--- config.mk ---
export PLATFORM = sky130hd
export DESIGN_NAME = encrypt_row_fetch
export DESIGN_NICKNAME = d
export VERILOG_FILES = /design/src/rtl/encrypt_row_fetch.sv
export SDC_FILE = /design/constraint.sdc
export NUM_CORES = 1
export LEC_CHECK = 0
export CAP_MARGIN = 20
export CORE_MARGIN = 10
export CORE_UTILIZATION = 25
export DETAILED_ROUTE_END_ITERATION = 16
export GPL_TIMING_DRIVEN = 0
export SYNTH_ARGS = -nofsm -noshare
export SYNTH_HDL_FRONTEND = slang
export SYNTH_SLANG_ARGS = --single-unit
--- constraint.sdc ---
create_clock -name clk -period 6.2 [get_ports clk]
set_input_delay 1.24 -clock clk [delete_from_list [all_inputs] [get_ports clk]]
set_output_delay 1.24 -clock clk [all_outputs]
set_load 0.02 [all_outputs]
--- src/rtl/encrypt_row_fetch.sv ---
// encrypt_row_fetch: walks the BIG_N public-key rows in SRAM and streams each row to encrypt.
// Optional feature macro SKIP_UNSELECTED_EN: rows whose LFSR select bit is 0 are neither fetched nor emitted.
module encrypt_row_fetch #(
    parameter int          PLAINTEXT_WIDTH  = 6,
    parameter int          CIPHERTEXT_WIDTH = 10,
    parameter int          DIMENSION        = 10,
    parameter int          BIG_N            = 30,
    parameter int          ADDR_WIDTH       = 8,
    parameter logic [15:0] LFSR_SEED        = 16'hACE1,
    localparam int         ROW_WIDTH        = (DIMENSION + 1) * CIPHERTEXT_WIDTH,
    localparam int         IDX_WIDTH        = $clog2(BIG_N)
) (
    input  logic                       clk,
    input  logic                       rst,
    input  logic                       start,
    input  logic [PLAINTEXT_WIDTH-1:0] plaintext,
    input  logic [ADDR_WIDTH-1:0]      base_addr,
    output logic                       busy,
    output logic                       done,
    output logic                       sram_en,
    output logic [ADDR_WIDTH-1:0]      sram_addr,
    input  logic [ROW_WIDTH-1:0]       sram_rdata,
    output logic                       out_valid,
    input  logic                       out_ready,
    output logic [ROW_WIDTH-1:0]       publickey_row,
    output logic [IDX_WIDTH-1:0]       row,
    output logic                       noise_select,
    output logic [PLAINTEXT_WIDTH-1:0] plaintext_out
);

    typedef enum logic [2:0] {
        S_IDLE,
        S_SEL,
        S_REQ,
        S_CAP,
        S_OUT,
        S_DONE
    } state_t;

    state_t                r_state;
    logic [15:0]           r_lfsr;
    logic [IDX_WIDTH-1:0]  r_row_q;
    logic                  r_sel_q;
    logic [ADDR_WIDTH-1:0] r_base_q;

    logic [15:0]           w_lfsr_next;
    logic                  w_last;
    logic [ADDR_WIDTH-1:0] w_row_addr;

    // Galois right-shift LFSR; the row address wraps modulo 2^ADDR_WIDTH.
    assign w_lfsr_next = {1'b0, r_lfsr[15:1]} ^ (r_lfsr[0] ? 16'hB400 : 16'h0000);
    assign w_last      = (r_row_q == IDX_WIDTH'(BIG_N - 1));
    assign w_row_addr  = r_base_q + ADDR_WIDTH'(r_row_q);

    always_ff @(posedge clk or posedge rst) begin
        if (rst) begin
            r_state       <= S_IDLE;
            r_lfsr        <= LFSR_SEED;
            r_row_q       <= '0;
            r_sel_q       <= 1'b0;
            r_base_q      <= '0;
            busy          <= 1'b0;
            done          <= 1'b0;
            sram_en       <= 1'b0;
            sram_addr     <= '0;
            out_valid     <= 1'b0;
            publickey_row <= '0;
            row           <= '0;
            noise_select  <= 1'b0;
            plaintext_out <= '0;
        end else begin
            done    <= 1'b0;
            sram_en <= 1'b0;
            case (r_state)
                S_IDLE: begin
                    if (start) begin
                        plaintext_out <= plaintext;
                        r_base_q      <= base_addr;
                        r_row_q       <= '0;
                        busy          <= 1'b1;
                        r_state       <= S_SEL;
                    end
                end
                S_SEL: begin
                    r_sel_q <= r_lfsr[0];
                    r_lfsr  <= w_lfsr_next;
`ifdef SKIP_UNSELECTED_EN
                    if (!r_lfsr[0]) begin
                        if (w_last) begin
                            done    <= 1'b1;
                            r_state <= S_DONE;
                        end else begin
                            r_row_q <= r_row_q + IDX_WIDTH'(1);
                        end
                    end else begin
                        sram_en   <= 1'b1;
                        sram_addr <= w_row_addr;
                        r_state   <= S_REQ;
                    end
`else
                    sram_en   <= 1'b1;
                    sram_addr <= w_row_addr;
                    r_state   <= S_REQ;
`endif
                end
                S_REQ: begin
                    r_state <= S_CAP;
                end
                S_CAP: begin
                    publickey_row <= sram_rdata;
                    row           <= r_row_q;
                    noise_select  <= r_sel_q;
                    out_valid     <= 1'b1;
                    r_state       <= S_OUT;
                end
                // Beat outputs are only rewritten in CAP, so they hold steady under backpressure.
                S_OUT: begin
                    if (out_ready) begin
                        out_valid <= 1'b0;
                        if (w_last) begin
                            done    <= 1'b1;
                            r_state <= S_DONE;
                        end else begin
                            r_row_q <= r_row_q + IDX_WIDTH'(1);
                            r_state <= S_SEL;
                        end
                    end
                end
                S_DONE: begin
                    busy    <= 1'b0;
                    r_state <= S_IDLE;
                end
                default: begin
                    busy    <= 1'b0;
                    r_state <= S_IDLE;
                end
            endcase
        end
    end

endmodule

; Word level (Yosys, flattened, before mapping)
; Index checks and enable logic that the tools add are counted.
[word_totals]
input_bits = 128
regBits = 167
output_inout_bits = 134
[classes]
reduce_logical = 9
n_eq_ne = 8
n_mux = 17
bitwise = 2
add_sub_neg = 2
[ops]
columns = op, count
row1 = 16-bit 2-to-1 mux, 1
row2 = 15-bit by 16-bit XOR with 16-bit output, 1
row3 = 5-bit 2-to-1 mux, 3
row4 = 3-bit case mux with 5 select lines, 1
row5 = 5-bit case mux with 2 select lines, 1
row6 = 3-bit 2-to-1 mux, 3
row7 = 8-bit by 5-bit adder with 8-bit output, 1
row8 = 2-bit AND reduction, 4
row9 = "3-bit by 2-bit == test with 1-bit output, second input constant", 2
row10 = 1-bit 2-to-1 mux, 6
row11 = "2-bit != test, second input constant", 3
row12 = "5-bit by 1-bit adder with 5-bit output, second input constant", 1
row13 = "5-bit == test, second input constant", 1
row14 = 1-bit case mux with 2 select lines, 2
row15 = 4-bit AND reduction, 1
row16 = 2-bit nonzero test, 2
row17 = 4-bit OR reduction, 1
row18 = "3-bit by 1-bit == test with 1-bit output, second input constant", 1
row19 = "3-bit == test, second input constant", 1
row20 = 3-bit logical NOT, 1
row21 = 1-bit inverter, 1

; Logic depth before layout (Yosys ltp)
[logic_depth]
word_depth = 4
ltp_mapped = 8
mapped_depth_nobuf = 8

; Least setup slack after synthesis
; No wires, ideal clock.
[synth_timing]
path_type = input-to-reg
startpoint = input start
endpoint = register plaintext_out[0]
setup_slack_ps = 4115
t_required_ps = 6075
cell_stages = 4
arrival_ps = 1959
setup_ps = 125
path_buffers = 2
path_cell_list = and3_1 buf_4 buf_6 mux2_4
[synth_between]
elab_chain_len = 1
[synth_lines]
columns = element, line
row1 = from (decl), 15  ; input logic start,
row2 = 2-bit AND reduction (no source line), -
row3 = to (signal assigned), 77  ; plaintext_out <= plaintext;
row4 = to (decl), 28  ; output logic [PLAINTEXT_WIDTH-1:0] plaintext_out
; No other way between the ends.
; A chain may end at the register's enable or synchronous reset.

; Final worst setup path
[layout_timing]
startpoint = register row[0]
endpoint = output row[0]
[layout_rtl]
columns = element, line
row1 = from (decl), 26  ; output logic [IDX_WIDTH-1:0] row,
row2 = from (signal assigned), 111  ; row <= r_row_q;
; No word-level cell between the ends.

==> impl_metrics.json <==
{
  "vias": 4535,
  "vias_per_cell": 4.18,
  "drc": 0,
  "dpl.cell_count": 1054,
  "cts.sinks": 167,
  "post_drt_wl_per_cell_um": 17.6,
  "row_count": 59,
  "tightest_slew_ns": 0.553,
  "ys_types": 34,
  "syn_avg_cell_area_um2": 14.5,
  "wl_um": 19200,
  "hold_viol_final": 0,
  "cts.hold.buffers_added": 0,
  "r2r-start": "r_row_q[0]$_DFFE_PP0P_",
  "critical_path_arrival_ns": 1.45,
  "peakVddDrop_mv": 0.295,
  "multiInputGateArea_mm2": 0.00228,
  "cts_made_buffers": 17,
  "post-route-period-util_pct": 43.4,
  "drt_iter0_drc": 168,
  "cap_violations": 0,
  "antenna_cells": 0,
  "path_class": "reg -> out",
  "synthCells": 457,
  "relSlewSlack_pct": 63.2,
  "min-delay-start": "r_lfsr[6]$_DFFE_PP1P_",
  "grt_usage_pct": 11.1,
  "leakage_nw": 4.39,
  "fp.dieArea_mm2": 0.0334,
  "cts_tree": "built",
  "end_kind": "output pin",
  "min_path_cells": 2,
  "htree_levels": 4,
  "grt_pass1_vias": 4767,
  "cts_resized": 0,
  "cp_cell_sequence": "clkdlybuf4s50_1",
  "cp_max_fo": 2,
  "num_io_pins": 262,
  "port_buffers": 261,
  "clockBufferDepth": 2,
  "max_stage_delay_ns": 0.69,
  "postCtsSetupRepairBufs": 0,
  "dr.pass1.iters": 4,
  "required_ns": 4.96,
  "cts_root_buffer": "clkbuf_16",
  "r2r_setup_slack_ns": 4.22,
  "initial_core_util_pct": 25.4,
  "finalNonFillerCells": 1086,
  "critPathLaunchType": "flip-flop",
  "final_area_mm2": 0.0103,
  "dp_hpwl_um": 14300,
  "rsz0062_at_grt": "false",
  "yosys_warnings": 0,
  "grt_first_pass_wirelength_um": 29100,
  "ff2ff_path_depth": 8,
  "cts.clk_slew.worst_paths_ns": 0.07,
  "synth_fp_nets": 593,
  "drtAntennaViolNets": 0,
  "min_path_type": "reg -> reg",
  "placed_area_mm2": 0.00969,
  "hold_ws_ns": 0.456,
  "die_height_um": 183,
  "core_mm2": 0.0261,
  "powerDensity_mw_per_mm2": 555,
  "finalClockSkew_ns": 0.0105,
  "setup_viol": 0,
  "seq_area_mm2": 0.00419,
  "grt_max_degree": 91,
  "period_needed_ns": 2.69,
  "syn_area_mm2": 0.00662,
  "area_growth_syn_to_layout_pct": 55.0,
  "crit_slowest_cell": "clkdlybuf4s50_1",
  "fmax_mhz": 372,
  "grt-ovfl-total": 0,
  "holdPathEnd": "r_lfsr[5]$_DFFE_PP1P_",
  "drv_slew": 0,
  "yosysSeqAreaShare_pct": 63.3,
  "path_buf_inv": 1,
  "ys_ff_latch": 167,
  "final_nets": 874,
  "cpLargestDelayFamily": "buffers and inverters",
  "fp.dieW_um": 183,
  "insertion_delay_ns": 0.42,
  "r2r_end": "sram_addr[6]$_DFFE_PP0P_",
  "antenna_found_initial": 0,
  "drive_gt1_share_pct": 25.3,
  "finalSetupTns_ns": 0,
  "fillerInstances": 2486,
  "place_congestion": 0.704,
  "status": "completed"
}
-- worst max-delay path by stage --
stage,start,end,depth (start not counted)
2_1_floorplan,rst,busy$_DFFE_PP0P_,1
3_3_place_gp,rst,r_base_q[5]$_DFFE_PP0P_,2
3_5_place_dp,start,plaintext_out[5]$_DFFE_PP0P_,5
4_1_cts,row[2]$_DFFE_PP0P_,row[2],1
5_1_grt,row[1]$_DFFE_PP0P_,row[1],1
6_report,row[0]$_DFFE_PP0P_,row[0],1
-- worst reg2reg max path, cell delays in order, from the launching register on --
cell     delay, ns
dfrtp_1       0.49
ha_1          0.22
inv_1         0.05
fa_1          0.39
nor2b_1       0.18
o31a_1        0.16
o21ai_0       0.10
xor2_1        0.15
o21ai_0       0.15
-- cells in the final DEF (no fill, tap or decap), types with 3 or more instances in the layout --
master / n
o21ai_0: 14
clkdlybuf4s50_1: 261
mux2_4: 23
clkinv_2: 4
nand3b_1: 3
inv_1: 5
clkbuf_1: 4
nor2_1: 9
ha_1: 7
mux2_2: 106
xnor2_1: 4
nand3_1: 3
a21oi_1: 10
buf_2: 11
buf_6: 4
inv_6: 5
nand4_1: 3
nand2_1: 58
dfrtp_1: 159
xor2_1: 7
dfstp_2: 8
clkbuf_16: 17
-- power breakdown --
group / total (mW) / switching [mW] / internal [mW]
combinational: 2.73 / 1.27 / 1.45
clock: 1.06 / 0.476 / 0.581
sequential: 1.91 / 0.282 / 1.63
total: 5.70 / 2.03 / 3.66
-- flip-flops by register name, summed over array words and instances (netlist names) --
signal,cells
r_base_q,8
sram_addr,8
plaintext_out,6
row,5
r_row_q,5
publickey_row,110
r_state,3
out_valid,1
sram_en,1
noise_select,1
done,1
r_sel_q,1
busy,1
r_lfsr,16
-- Yosys cell counts, drive strengths merged --
cell type / instances / area (µm²)
mux2: 129 / 1540
mux2i: 1 / 10.0
nand4: 3 / 18.8
nor2b: 1 / 6.26
o31a: 1 / 8.76
a21oi: 10 / 50.1
nor3: 1 / 5.00
o21a: 1 / 7.51
xnor2: 4 / 35.0
xor2: 7 / 61.3
ha: 7 / 87.6
clkbuf: 4 / 15.0
dfstp: 8 / 210
a211oi: 1 / 7.51
buf: 17 / 115
o21ai: 14 / 70.1
and3: 1 / 6.26
a21o: 1 / 7.51
nand2: 58 / 218
nor2: 10 / 40.0
o2bb2ai: 1 / 8.76
inv: 7 / 26.3
o211a: 1 / 10.0
nand3: 3 / 15.0
fa: 1 / 20.0
dfrtp: 159 / 3980
nand3b: 3 / 22.5
nand2b: 1 / 6.26
o211ai: 2 / 15.0
-- final cells by class --
type / count / area share [%]
inverters: 7 / 0.329
plain buffers: 21 / 1.27
clock inverters: 13 / 1.16
multi-input cells: 262 / 22.2
flip-flops and latches: 167 / 40.8
clock buffers: 19 / 4.41
repair buffers: 262 / 25.7
well taps: 335 / 4.09
-- logic make-up after synthesis --
kind of cell	synth area share (%)
buf+inv	2.36
mux	23.4
fa+ha+maj	1.63
compound gates	2.80
simple gates	5.10
xor+xnor	1.45
flops	63.3
-- per-layer routing --
metal  vias up  routed length [µm]  global-route usage [%]
met1      2251                8060                    13.5
met2       154                9340                    18.1
met3         7                1540                    4.41
met4         0                 226                    2.93
met5         -                   0                       0
li1       2123                   -                       -
-- metrics by stage --
| stage | utilization [%] | setup WS [ns] | total power, mW |
|---|---|---|---|
| after CTS | 39.4 | 3.47 | 5.81 |
| after floorplan | - | 0.455 | 3.43 |
| after detailed placement | 37.2 | 3.45 | 4.71 |
| after global routing | 39.4 | 3.41 | 6.04 |
| final | 39.4 | 3.51 | 5.70 |
| after global placement | 37.0 | -2.37 | 4.68 |
Note: power is estimated with default switching activity, not from simulation.
